$ cat src/rtl/psum_pkg.sv
// Shared types and helpers for the partial-sum accumulator.
// Holds the FSM state encoding, the default widths, and the
// round / shift / clamp function used by psum_saturate.
package psum_pkg;

  localparam int PSUM_IN_W      = 16;
  localparam int PSUM_OUT_W     = 20;
  localparam int PSUM_ACC_W     = 24;
  localparam int PSUM_MAX_TERMS = 9;

  // Fixed internal width of sat_shift. Any ACC_WIDTH up to 62 fits here
  // with headroom, so the rounding add cannot overflow. That gives the
  // same result as doing the add in ACC_WIDTH+1 bits.
  localparam int SAT_CALC_W = 64;

  typedef enum logic [1:0] {S_IDLE, S_ACCUM, S_HOLD} psum_state_t;

  // Round half up, arithmetic shift right, then clamp to a signed
  // out_width range. The result is {sat, value}, and value is already
  // inside the out_width range.
  function automatic logic [SAT_CALC_W:0] sat_shift(
    input logic signed [SAT_CALC_W-1:0] acc,
    input int                           shift,
    input int                           out_width
  );
    logic signed [SAT_CALC_W-1:0] r;
    logic signed [SAT_CALC_W-1:0] max_v;
    logic signed [SAT_CALC_W-1:0] min_v;
    logic                         sat;
    r = acc;
    if (shift > 0) begin
      r = (acc + (64'sd1 <<< (shift - 1))) >>> shift;
    end
    max_v = (64'sd1 <<< (out_width - 1)) - 64'sd1;
    min_v = -(64'sd1 <<< (out_width - 1));
    sat   = 1'b0;
    if (r > max_v) begin
      r   = max_v;
      sat = 1'b1;
    end else if (r < min_v) begin
      r   = min_v;
      sat = 1'b1;
    end
    return {sat, r};
  endfunction

endpackage

$ cat src/rtl/psum_saturate.sv
// Combinational requantizer. It rounds the accumulator half up, shifts it
// right by OUT_SHIFT, and saturates the result to OUT_WIDTH signed bits.
module psum_saturate
  import psum_pkg::*;
#(
  parameter int ACC_WIDTH = PSUM_ACC_W,
  parameter int OUT_WIDTH = PSUM_OUT_W,
  parameter int OUT_SHIFT = 0
) (
  input  logic signed [ACC_WIDTH-1:0] i_acc,
  output logic signed [OUT_WIDTH-1:0] o_data,
  output logic                        o_sat
);

  if (ACC_WIDTH > SAT_CALC_W - 2) begin : g_acc_w_chk
    $error("psum_saturate: ACC_WIDTH too large for sat_shift");
  end
  if (OUT_WIDTH >= SAT_CALC_W) begin : g_out_w_chk
    $error("psum_saturate: OUT_WIDTH too large for sat_shift");
  end

  logic signed [SAT_CALC_W-1:0] w_acc_ext;
  logic        [SAT_CALC_W:0]   w_res;
  logic                         w_unused_hi;

  assign w_acc_ext = SAT_CALC_W'(i_acc);

  // Round, shift and clamp in the package helper.
  always_comb begin
    w_res = sat_shift(w_acc_ext, OUT_SHIFT, OUT_WIDTH);
  end

  assign o_data      = w_res[OUT_WIDTH-1:0];
  assign o_sat       = w_res[SAT_CALC_W];
  // The upper bits are only sign copies once the value is clamped.
  assign w_unused_hi = ^w_res[SAT_CALC_W-1:OUT_WIDTH];

endmodule

$ cat src/rtl/psum_accumulator.sv
// Partial-sum accumulator that feeds RELU. It sums num_terms signed
// partial products into one window result, requantizes and saturates it,
// and holds the result on a valid/ready output until the consumer takes it.
// Optional macro PSUM_ACCUMULATOR_BIAS_EN adds a bias_in port. The bias is
// pre-shifted by OUT_SHIFT and loaded with the first beat of each window.
module psum_accumulator
  import psum_pkg::*;
#(
  parameter int IN_WIDTH  = PSUM_IN_W,
  parameter int OUT_WIDTH = PSUM_OUT_W,
  parameter int ACC_WIDTH = PSUM_ACC_W,
  parameter int MAX_TERMS = PSUM_MAX_TERMS,
  parameter int OUT_SHIFT = 0
) (
  input  logic                               clk,
  input  logic                               rst,
  input  logic [$clog2(MAX_TERMS+1)-1:0]     num_terms,
  input  logic                               in_valid,
  output logic                               in_ready,
  input  logic signed [IN_WIDTH-1:0]         in_data,
`ifdef PSUM_ACCUMULATOR_BIAS_EN
  input  logic signed [OUT_WIDTH-1:0]        bias_in,
`endif
  output logic                               out_valid,
  input  logic                               out_ready,
  output logic signed [OUT_WIDTH-1:0]        out_data,
  output logic                               out_sat,
  output logic                               busy
);

  localparam int CNT_W = $clog2(MAX_TERMS + 1);
`ifdef PSUM_ACCUMULATOR_BIAS_EN
  localparam int BIAS_BITS = 1;
`else
  localparam int BIAS_BITS = 0;
`endif
  localparam logic [CNT_W-1:0] C_ONE = CNT_W'(1);
  localparam logic [CNT_W-1:0] C_MAX = CNT_W'(MAX_TERMS);

  if (ACC_WIDTH < IN_WIDTH + $clog2(MAX_TERMS) + BIAS_BITS) begin : g_acc_chk
    $error("psum_accumulator: ACC_WIDTH too narrow for IN_WIDTH and MAX_TERMS");
  end
  if (OUT_SHIFT < 0 || OUT_SHIFT >= ACC_WIDTH) begin : g_shift_chk
    $error("psum_accumulator: OUT_SHIFT out of range");
  end

  psum_state_t                  r_state;
  psum_state_t                  w_next_state;
  logic signed [ACC_WIDTH-1:0]  r_acc;
  logic signed [ACC_WIDTH-1:0]  w_acc_next;
  logic signed [ACC_WIDTH-1:0]  w_in_ext;
  logic signed [ACC_WIDTH-1:0]  w_acc_first;
  logic [CNT_W-1:0]             r_count;
  logic [CNT_W-1:0]             r_target;
  logic [CNT_W-1:0]             w_target_map;
  logic                         w_in_open;
  logic                         w_accept;
  logic                         w_last;
  logic signed [OUT_WIDTH-1:0]  r_out_data;
  logic                         r_out_sat;
  logic signed [OUT_WIDTH-1:0]  w_sat_data;
  logic                         w_sat_flag;

  // in_ready is decoded from the state register only. It never depends on out_ready.
  assign w_in_open = (r_state == S_IDLE) || (r_state == S_ACCUM);
  assign in_ready  = w_in_open;
  assign w_accept  = in_valid && w_in_open;
  assign w_in_ext  = ACC_WIDTH'(in_data);

`ifdef PSUM_ACCUMULATOR_BIAS_EN
  assign w_acc_first = (ACC_WIDTH'(bias_in) <<< OUT_SHIFT) + w_in_ext;
`else
  assign w_acc_first = w_in_ext;
`endif

  // Map num_terms so that 0 becomes 1 and values above MAX_TERMS are clamped.
  always_comb begin
    w_target_map = num_terms;
    if (num_terms == '0) begin
      w_target_map = C_ONE;
    end else if (num_terms > C_MAX) begin
      w_target_map = C_MAX;
    end
  end

  // Next-state decode, status outputs and the accumulator's next value.
  always_comb begin
    // NOTE: every output gets a default first. Without it some case path
    // would leave a signal unassigned and synthesis would infer a latch.
    w_next_state = r_state;
    w_acc_next   = r_acc + w_in_ext;
    w_last       = 1'b0;
    busy         = 1'b0;
    out_valid    = 1'b0;
    case (r_state)
      S_IDLE: begin
        w_acc_next = w_acc_first;
        if (w_accept) begin
          w_last       = (w_target_map == C_ONE);
          w_next_state = w_last ? S_HOLD : S_ACCUM;
        end
      end
      S_ACCUM: begin
        busy = 1'b1;
        if (w_accept) begin
          w_last = ((r_count + C_ONE) == r_target);
          if (w_last) begin
            w_next_state = S_HOLD;
          end
        end
      end
      S_HOLD: begin
        busy      = 1'b1;
        out_valid = 1'b1;
        if (out_ready) begin
          w_next_state = S_IDLE;
        end
      end
      default: w_next_state = S_IDLE;
    endcase
  end

  // State register with synchronous reset.
  always_ff @(posedge clk) begin
    // NOTE: sequential state uses non-blocking assignments. All registers
    // then update together on the edge, whatever order the blocks run in.
    if (rst) begin
      r_state <= S_IDLE;
    end else begin
      r_state <= w_next_state;
    end
  end

  psum_saturate #(
    .ACC_WIDTH (ACC_WIDTH),
    .OUT_WIDTH (OUT_WIDTH),
    .OUT_SHIFT (OUT_SHIFT)
  ) u_sat (
    .i_acc  (w_acc_next),
    .o_data (w_sat_data),
    .o_sat  (w_sat_flag)
  );

  // Accumulate accepted beats only. The result is captured on the edge that enters HOLD.
  always_ff @(posedge clk) begin
    if (rst) begin
      r_acc      <= '0;
      r_count    <= '0;
      r_target   <= '0;
      r_out_data <= '0;
      r_out_sat  <= 1'b0;
    end else if (w_accept) begin
      r_acc   <= w_acc_next;
      r_count <= (r_state == S_IDLE) ? C_ONE : r_count + C_ONE;
      if (r_state == S_IDLE) begin
        r_target <= w_target_map;
      end
      if (w_last) begin
        r_out_data <= w_sat_data;
        r_out_sat  <= w_sat_flag;
      end
    end
  end

  assign out_data = r_out_data;
  assign out_sat  = r_out_sat;

endmodule

$ cat config.mk
export PLATFORM = sky130hd
export DESIGN_NAME = psum_accumulator
export DESIGN_NICKNAME = d
export VERILOG_FILES = /design/src/rtl/psum_pkg.sv /design/src/rtl/psum_saturate.sv /design/src/rtl/psum_accumulator.sv
export SDC_FILE = /design/constraint.sdc
export NUM_CORES = 1
export LEC_CHECK = 0
export ABC_AREA = 1
export CAP_MARGIN = 20
export CORE_MARGIN = 10
export CORE_UTILIZATION = 35
export DETAILED_ROUTE_END_ITERATION = 16
export DONT_BUFFER_PORTS = 1
export HOLD_SLACK_MARGIN = 0.1
export PLACE_DENSITY = 0.49
export SYNTH_ARGS = -nofsm -noshare
export SYNTH_HDL_FRONTEND = slang
export SYNTH_SLANG_ARGS = --single-unit
export TNS_END_PERCENT = 30
$ cat constraint.sdc
create_clock -name clk -period 2.93 [get_ports clk]
set_input_delay 0.4395 -clock clk [delete_from_list [all_inputs] [get_ports clk]]
set_output_delay 0.4395 -clock clk [all_outputs]
set_load 0.01 [all_outputs]
# Word-level counts from Yosys, hierarchy flattened
# Cells that the tools add are included.
dict set report totals {
  in_bits 24
  output_inout_bits 24
  reg_bits 55
  wordCells 46
}
dict set report op_classes {
  n_reduce_logical 8
  addsub 2
  n_mux 19
  order_cmp 3
  eq_ne 8
}
# op count
set op_table {}
lappend op_table {{$mux W20} 2}
lappend op_table {{$add A24 B16 Y24} 1}
lappend op_table {{$gt A24 B20 Y1 const B} 1}
lappend op_table {{$lt A24 B20 Y1 const B} 1}
lappend op_table {{$mux W24} 1}
lappend op_table {{$mux W4} 3}
lappend op_table {{$mux W2} 5}
lappend op_table {{$mux W1} 6}
lappend op_table {{$ne A2 B2 Y1 const B} 3}
lappend op_table {{$pmux W2 S3} 1}
lappend op_table {{$add A4 B1 Y4 const B} 1}
lappend op_table {{$eq A4 B1 Y1 const B} 1}
lappend op_table {{$eq A4 B4 Y1} 1}
lappend op_table {{$gt A4 B4 Y1 const B} 1}
lappend op_table {{$logic_not A4 Y1} 1}
lappend op_table {{$reduce_and A2 Y1} 2}
lappend op_table {{$reduce_and A4 Y1} 1}
lappend op_table {{$eq A2 B1 Y1 const B} 1}
lappend op_table {{$eq A2 B2 Y1 const B} 1}
lappend op_table {{$logic_not A2 Y1} 1}
lappend op_table {{$ne A2 B1 Y1 const B} 1}
lappend op_table {{$pmux W1 S2} 1}
lappend op_table {{$reduce_or A2 Y1} 1}
lappend op_table {{$logic_and A1 B1 Y1} 1}
lappend op_table {{$logic_or A1 B1 Y1} 1}

# Logic depth before layout (Yosys ltp)
# Gate-level depths: netlist of run 1.
dict set report depth {
  depth_word 7
  mapped_depth 19
}

# Modules after synthesis
# A second synthesis of run 1 with hierarchy kept.
dict set report unflattened {
  hier_cells 815
  area_unflattened_um2 4521.8
}
# mod cells_each area_each_um2 seq_area_each_um2 instances
set by_module_without_submodules {}
lappend by_module_without_submodules {psum_accumulator 765 4300.4 1101.1 1}
lappend by_module_without_submodules {psum_saturate 50 221.5 0.0 1}

# Worst setup path after synthesis of run 1
# No wires, ideal clock.
dict set report synth_path {
  path_kind {in2reg}
  startpoint {input in_data[0]}
  endpoint {register r_out_data[11] (netlist: out_data[11])}
  stages 16
  setup_ns 0.117
  slack_ns 0.532
  arrival_ns 2.281
  n_path_buf 1
  cell_sequence {ha_1 fa_1 nand2_1 nand2_1 and2_1 nand3_1 nand3_1 nand2_1 nand2_1 o21ai_1 nand3_1 nand2_2 nand2_4 buf_6 nor2_1 nor2_1}
}
dict set report synth_via {
  elab_chain_len 5
  elab_cells_between_ends 6
  cone_classes {add/sub: 1; order compare: 2; mux: 3}
}
# element line_no
set synth_rtl {}
lappend synth_rtl {{from (decl)} psum_accumulator.sv:20} ;# input logic signed [IN_WIDTH-1:0] in_data,
lappend synth_rtl {{$add A24 B16 Y24} psum_accumulator.sv:91} ;# w_acc_next = r_acc + w_in_ext;
lappend synth_rtl {{$mux W24 *} psum_accumulator.sv:95} ;# case (r_state)
lappend synth_rtl {{$lt A24 B20 Y1} psum_pkg.sv:40} ;# end else if (r < min_v) begin
lappend synth_rtl {{$mux W20} psum_pkg.sv:40}
lappend synth_rtl {{$mux W20 *} psum_pkg.sv:37} ;# if (r > max_v) begin
lappend synth_rtl {{to (signal assigned)} psum_accumulator.sv:159} ;# r_out_data <= w_sat_data;
lappend synth_rtl {{to (decl)} psum_accumulator.sv:59} ;# logic signed [OUT_WIDTH-1:0] r_out_data;
# Mark *: on every way between the ends. The rest lies on a longest branch, timed or not.
# A chain may end at the register's enable or synchronous reset.

# Worst setup path after layout of run 1
dict set report layout_path {
  startpoint {register r_acc[0]}
  endpoint {register r_out_data[15] (netlist: out_data[15])}
}
dict set report layout_via {
  elab_chain_len 5
  elab_cells_between_ends 6
  cone_classes {add/sub: 1; order compare: 2; mux: 3}
}
# element line_no
set layout_rtl {}
lappend layout_rtl {{from (decl)} psum_accumulator.sv:49} ;# logic signed [ACC_WIDTH-1:0] r_acc;
lappend layout_rtl {{from (signal assigned)} psum_accumulator.sv:153} ;# r_acc <= w_acc_next;
lappend layout_rtl {{$add A24 B16 Y24 *} psum_accumulator.sv:91}
lappend layout_rtl {{$mux W24 *} psum_accumulator.sv:95}
lappend layout_rtl {{$lt A24 B20 Y1} psum_pkg.sv:40}
lappend layout_rtl {{$mux W20} psum_pkg.sv:40}
lappend layout_rtl {{$mux W20 *} psum_pkg.sv:37}
# Marks and branches as above.

==> reports/qor.txt, run 1 <==
hold_sp = rst
r2r endpoint = out_data[15]$_SDFFE_PP0P_
PwrDens = 1040 nW/µm²
final instance area = 4450 µm²
Cell variety after synth = 40
Inserted Clock Buffers = 5
FF-to-FF setup slack = 0.28 ns
hold endpoint = r_count[1]$_SDFFE_PP0P_
DPL Wire Length = 9260 µm
Max Cap Violations = 0
mux cell area share after synthesis = 0.00963
sequential power share = 0.256
Rows = 39
Cells after Synth = 656
Startpoint Class = register
CP dominant cell by count = nand2_1
WS Path Type = reg -> reg
largest family of logic cells by synthesized area = simple AND/OR/NAND/NOR gates
CTS Sinks = 55
die area = 16600 µm²
Min-Delay Path Class = in -> reg
CTS clock-pin slew for the worst setup and hold paths = 0.08 ns
Clock Skews = 0.0137 ns
Hold Fails Final Rpt = 0
most frequent cells in the layout = nand2_1, inv_1, nor2_1
Max VDD drop = 0.387 mV
internal power = 0.00228 W
Mean Syn Cell Area = 6.34 µm²
RSZ-0062 raised after global routing = false
setup violators final = 0
Max stage delay on crit path = 0.41 ns
Final Cycle Share = 0.904
first-pass GRT wire length = 19900 µm
Comb power frac = 0.607
cells resized by post-CTS repair = 0
Most used DFF post-synth = dfxtp_1
Tightest Pin Transition = 0.715 ns
Initial Utilization = 0.361
Lkg Pwr = 2.19 nW
Slowest-stage cell, CP = fa_1
sequential area share after synthesis = 0.265
antenna-violating nets left = 0
Post-Syn Area = 4160 µm²
final core utilization = 0.386
Slew Limit Fails = 0
Nets = 701
FF+latch count, synth = 55
Yosys top cell area share = 0.265
Clk network pwr share = 0.137
Max Root-Sink Buffers = 2
Synth Area in Adders = 0.0861
total I/O pin count = 48
Tmin final = 2.65 ns
Post-CTS Repair Setup Buffers = 0
die height = 129 µm
DR vias = 4002
area leader, netlist = dfxtp_1
FILL cells = 1265
Ys Warns = 0
setup_tns = 0 ns
Synth area leaders = dfxtp_1, nand2_1, ha_1, nor2_1, inv_1
starting DRC count in detailed routing = 192
# hold bufs at CTS = 0
Via density = 5.05
Post-Synth Simple-Gate Area = 0.313
FMAX = 378 MHz
CP Capture Type = register
die width = 129 µm
H-tree depth = 2
R2R Path Start = r_acc[0]$_SDFFE_PP0P_
asr flop ratio synth = 0
Post-synth EDFFs = 0
DP Area = 4300 µm²
antenna violations before repair = 0
core box area = 11500 µm²
path depth of the worst reg2reg path = 15
Net Sw Frac = 0.507
commonest non-fill, non-tap cell in the layout = nand2_1
WHS Path Cells = 1
cells along the critical path = ha_1 -> fa_1 -> nand2_1 -> nand2_1 -> and2_1 -> nand3_1 -> nand3_1 -> nand2_1 -> nand2_1 -> o21ai_1 -> nand3_1 -> nand2_2 -> nand2_4 -> nor2_1 -> nor2_1
Compound-Gate Fraction of Synth Area = 0.195
P_sw = 0.00235 W
CP arrival = 2.84 ns
GP Congestion = 0.922
XOR/XNOR Fraction of Synth Area = 0.0253
wire length per cell = 15.1 µm
status = completed
worst skew pair latency = 0.31 ns
largest net degree at the start of global routing = 51
Antenna Cells = 0
CTS tree = yes
layout cells sized above 1 = 0.0938
drt drc = 0
vias in the first global route = 3940
CTS root buf = clkbuf_16
final wirelength = 12000 µm
CP required = 3.12 ns
drt pass-1 iters = 5
Synth-to-Final Area Change = 6.98%
syn nets = 708
GRT Total Usage = 0.148
Slew headroom = 0.518
grt total ovfl = 0
port buffer count = 0
crit-path max FO = 19
cells in the mapped netlist, drive strengths merged (7+ instances only):
master / n
nand4: 7
dfxtp: 55
nand3: 35
a21oi: 61
or2: 7
nand2: 171
xnor2: 8
o21ai: 56
o211ai: 10
inv: 86
ha: 27
nor2: 86
buf: 7
clkbuf: 15
worst max-delay path by stage:
stage	startpoint	end	slack [ns]	depth (start not counted)
after floorplan	in_data[0]	out_data[11]$_SDFFE_PP0P_	0.53	16
after global placement	in_data[0]	out_data[1]$_SDFFE_PP0P_	0.22	15
after detailed placement	in_data[0]	out_data[16]$_SDFFE_PP0P_	0.17	15
after CTS	r_acc[0]$_SDFFE_PP0P_	out_data[16]$_SDFFE_PP0P_	0.30	15
after global routing	r_acc[0]$_SDFFE_PP0P_	out_data[1]$_SDFFE_PP0P_	0.04	15
final	r_acc[0]$_SDFFE_PP0P_	out_data[15]$_SDFFE_PP0P_	0.28	15
flip-flops by register name, summed over array words and instances (netlist names):
signal and count:
out_data 20, r_target 4, r_state 2, r_acc 24
r_count 4, out_sat 1
worst max-delay path: cells and delay by family (launching register included):
family / cells / cell delay (ns)
AND/OR/NAND/NOR: 12 / 1.40
adder cells (fa/ha/maj): 2 / 0.65
flip-flops: 1 / 0.31
AO/OA/AOI/OAI: 1 / 0.18
cell type report:
type	instances	area, µm²	area share
Multi-Input combinational cell	491	2620	0.589
Clock inverter	2	16.3	0.00366
Sequential cell	55	1100	0.248
Inverter	88	330	0.0743
Timing Repair Buffer	8	72.6	0.0163
Clock buffer	6	129	0.0290
Tap cell	143	179	0.0402
routing by layer:
| metal | routed length [µm] | vias to the layer above | track usage |
|---|---|---|---|
| met5 | 0 | - | 0 |
| met4 | 133 | 0 | 0.0321 |
| met3 | 879 | 11 | 0.0427 |
| met2 | 5030 | 98 | 0.225 |
| met1 | 5920 | 1791 | 0.202 |
| li1 | - | 2102 | - |
power by group through the flow:
stage,logic (W),clock network (W),registers [W]
3_3_place_gp,0.00279,0,0.00120
3_5_place_dp,0.00279,0,0.00121
4_1_cts,0.00281,0.000651,0.00119
2_1_floorplan,0.00218,0,0.00115
6_report,0.00281,0.000634,0.00119
5_1_grt,0.00320,0.000681,0.00122
metrics by stage:
stage | hold slack [ns] | std cells | power, W | setup slack (ns)
floorplan | 0.457 | 656 | 0.00333 | 0.532
global route | 0.192 | 793 | 0.00510 | 0.0352
global placement | 0.462 | 785 | 0.00400 | 0.220
finish | 0.201 | 793 | 0.00463 | 0.281
CTS | 0.193 | 793 | 0.00465 | 0.302
detailed placement | 0.471 | 785 | 0.00400 | 0.171
kinds of logic (layout without fill, tap and decap cells):
group           Yosys count  in the layout
xor+xnor                 12             12
fa+ha+maj                28             28
compound gates          135            135
mux                       4              4
flops                    55             55
simple gates            312            312
buf+inv                 110            104
No activity file was read; power rests on OpenSTA's default activity.
==> inputs of run 2 (changes only) <==
--- a/config.mk
+++ b/config.mk
@@ -11,7 +11,7 @@
 export CORE_UTILIZATION = 35
 export DETAILED_ROUTE_END_ITERATION = 16
 export DONT_BUFFER_PORTS = 1
-export HOLD_SLACK_MARGIN = 0.1
+export HOLD_SLACK_MARGIN = 0.05
 export PLACE_DENSITY = 0.49
 export SYNTH_ARGS = -nofsm -noshare
 export SYNTH_HDL_FRONTEND = slang
==> results of run 2 <==
The final DEF is identical to that of run 1; final timing and power are the same.
==> inputs of run 3 (changes only) <==
--- a/config.mk
+++ b/config.mk
@@ -6,6 +6,7 @@
 export NUM_CORES = 1
 export LEC_CHECK = 0
 export ABC_AREA = 1
+export ABC_CLOCK_PERIOD_IN_PS = 2930
 export CAP_MARGIN = 20
 export CORE_MARGIN = 10
 export CORE_UTILIZATION = 35
@@ -13,6 +14,7 @@
 export DONT_BUFFER_PORTS = 1
 export HOLD_SLACK_MARGIN = 0.05
 export PLACE_DENSITY = 0.49
+export SETUP_SLACK_MARGIN = 0.1
 export SYNTH_ARGS = -nofsm -noshare
 export SYNTH_HDL_FRONTEND = slang
 export SYNTH_SLANG_ARGS = --single-unit
==> reports/qor.txt, run 3 (synthesis results as in run 1) <==
top sig layer = met4
R2R Path Start = r_acc[0]$_SDFFE_PP0P_
CP Capture Type = register
wl on met1 = 5850 µm
FF-to-FF setup slack = 0.35 ns
worst skew pair latency = 0.31 ns
CP required = 3.12 ns
largest net degree at the start of global routing = 51
starting DRC count in detailed routing = 218
layout cells sized above 1 = 0.103
Slew headroom = 0.502
beginning of the critical path = r_acc[0]$_SDFFE_PP0P_
commonest non-fill, non-tap cell in the layout = nand2_1
WHS Path Cells = 1
die height = 129 µm
Max VDD drop = 0.401 mV
Startpoint Class = register
Lkg Pwr = 2.18 nW
antenna-violating nets left = 0
first-pass GRT wire length = 19900 µm
hold endpoint = r_count[1]$_SDFFE_PP0P_
total I/O pin count = 48
RSZ-0062 raised after global routing = false
setup violators final = 0
port buffer count = 0
CTS tree = yes
final wirelength = 12000 µm
CP arrival = 2.77 ns
crit-path max FO = 19
Nets = 701
status = completed
FMAX = 387 MHz
DP Area = 4300 µm²
Hold Fails Final Rpt = 0
hold_sp = rst
Inserted Clock Buffers = 5
grt total ovfl = 0
Rows = 39
drt drc = 0
Slew Limit Fails = 0
antenna violations before repair = 0
drt pass-1 iters = 5
Max Root-Sink Buffers = 2
Tmin final = 2.58 ns
setup_tns = 0 ns
GP Congestion = 0.922
path depth of the worst reg2reg path = 15
CTS clock-pin slew for the worst setup and hold paths = 0.07 ns
largest reg by FF count = r_acc
Worst Hold Slack = 0.201 ns
Initial Utilization = 0.361
most frequent cells in the layout = nand2_1, inv_1, nor2_1
r2r endpoint = out_data[14]$_SDFFE_PP0P_
PwrDens = 1040 nW/µm²
vias in the first global route = 3940
Tightest Pin Transition = 0.739 ns
area occupied by multi-input gates = 2640 µm²
FILL cells = 1264
CTS Sinks = 55
core box area = 11500 µm²
Min-Delay Path Class = in -> reg
Final Cycle Share = 0.881
Synth-to-Final Area Change = 7.55%
final core utilization = 0.388
WS Path Type = reg -> reg
Antenna Cells = 0
DPL Wire Length = 9260 µm
CTS root buf = clkbuf_16
register area = 1100 µm²
metal2 WL = 5060 µm
die width = 129 µm
final instance area = 4470 µm²
number of flip-flops in the largest register = 24
DR vias = 4019
Via density = 5.07
die area = 16600 µm²
wire length per cell = 15.1 µm
Max Cap Violations = 0
Met3 Routed Length = 944 µm
H-tree depth = 2
GRT Total Usage = 0.148
Clock Skews = 0.0141 ns
run 3: worst max path at each step:
| stage | endpoint | cells after the start |
|---|---|---|
| 2_1_floorplan | out_data[11]$_SDFFE_PP0P_ | 16 |
| 3_3_place_gp | out_data[1]$_SDFFE_PP0P_ | 15 |
| 6_report | out_data[14]$_SDFFE_PP0P_ | 15 |
| 5_1_grt | out_data[9]$_SDFFE_PP0P_ | 16 |
| 3_5_place_dp | out_data[16]$_SDFFE_PP0P_ | 15 |
| 4_1_cts | out_data[16]$_SDFFE_PP0P_ | 15 |
run 3: per-layer routing:
layer  global-route usage  up-vias
met5                    0        -
met1                0.202     1807
met2                0.225       99
li1                     -     2104
met3               0.0427        9
met4               0.0321        0
run 3: repair_timing:
item / CTS / global route
hold buffers: 0 / 0
endpoints found under the setup margin: 0 / 19
resized for setup: 0 / 7
buffers inserted: 0 / 0
run 3: cell type report:
class | instances | area share
Clock buffer | 6 | 0.0288
Clock inverter | 2 | 0.00364
Inverter | 88 | 0.0739
Multi-Input combinational cell | 491 | 0.591
Sequential cell | 55 | 0.246
Tap cell | 143 | 0.0400
Timing Repair Buffer | 8 | 0.0162
run 3: worst max-delay path: stages (launching register included):
cell,delay [ns]
dfxtp_1,0.31
ha_1,0.24
fa_1,0.41
nand2_1,0.10
nand2_1,0.08
and2_2,0.23
nand3_1,0.13
nand3_1,0.08
nand2_1,0.07
nand2_1,0.10
o21ai_2,0.15
nand3_1,0.13
nand2_2,0.14
nand2_8,0.13
nor2_1,0.14
nor2_1,0.05
run 3: stage by stage:
| step | setup WS [ns] | power, W | instances |
|---|---|---|---|
| floorplan | 0.532 | 0.00333 | 656 |
| global placement | 0.220 | 0.00400 | 785 |
| detailed placement | 0.171 | 0.00400 | 785 |
| CTS | 0.302 | 0.00465 | 793 |
| global route | 0.107 | 0.00513 | 793 |
| finish | 0.347 | 0.00466 | 793 |
run 3: power breakdown:
part | internal [W] | switching (W) | total, W
Combinational | 0.000980 | 0.00186 | 0.00284
Sequential | 0.000990 | 0.000197 | 0.00119
Clock | 0.000322 | 0.000312 | 0.000634
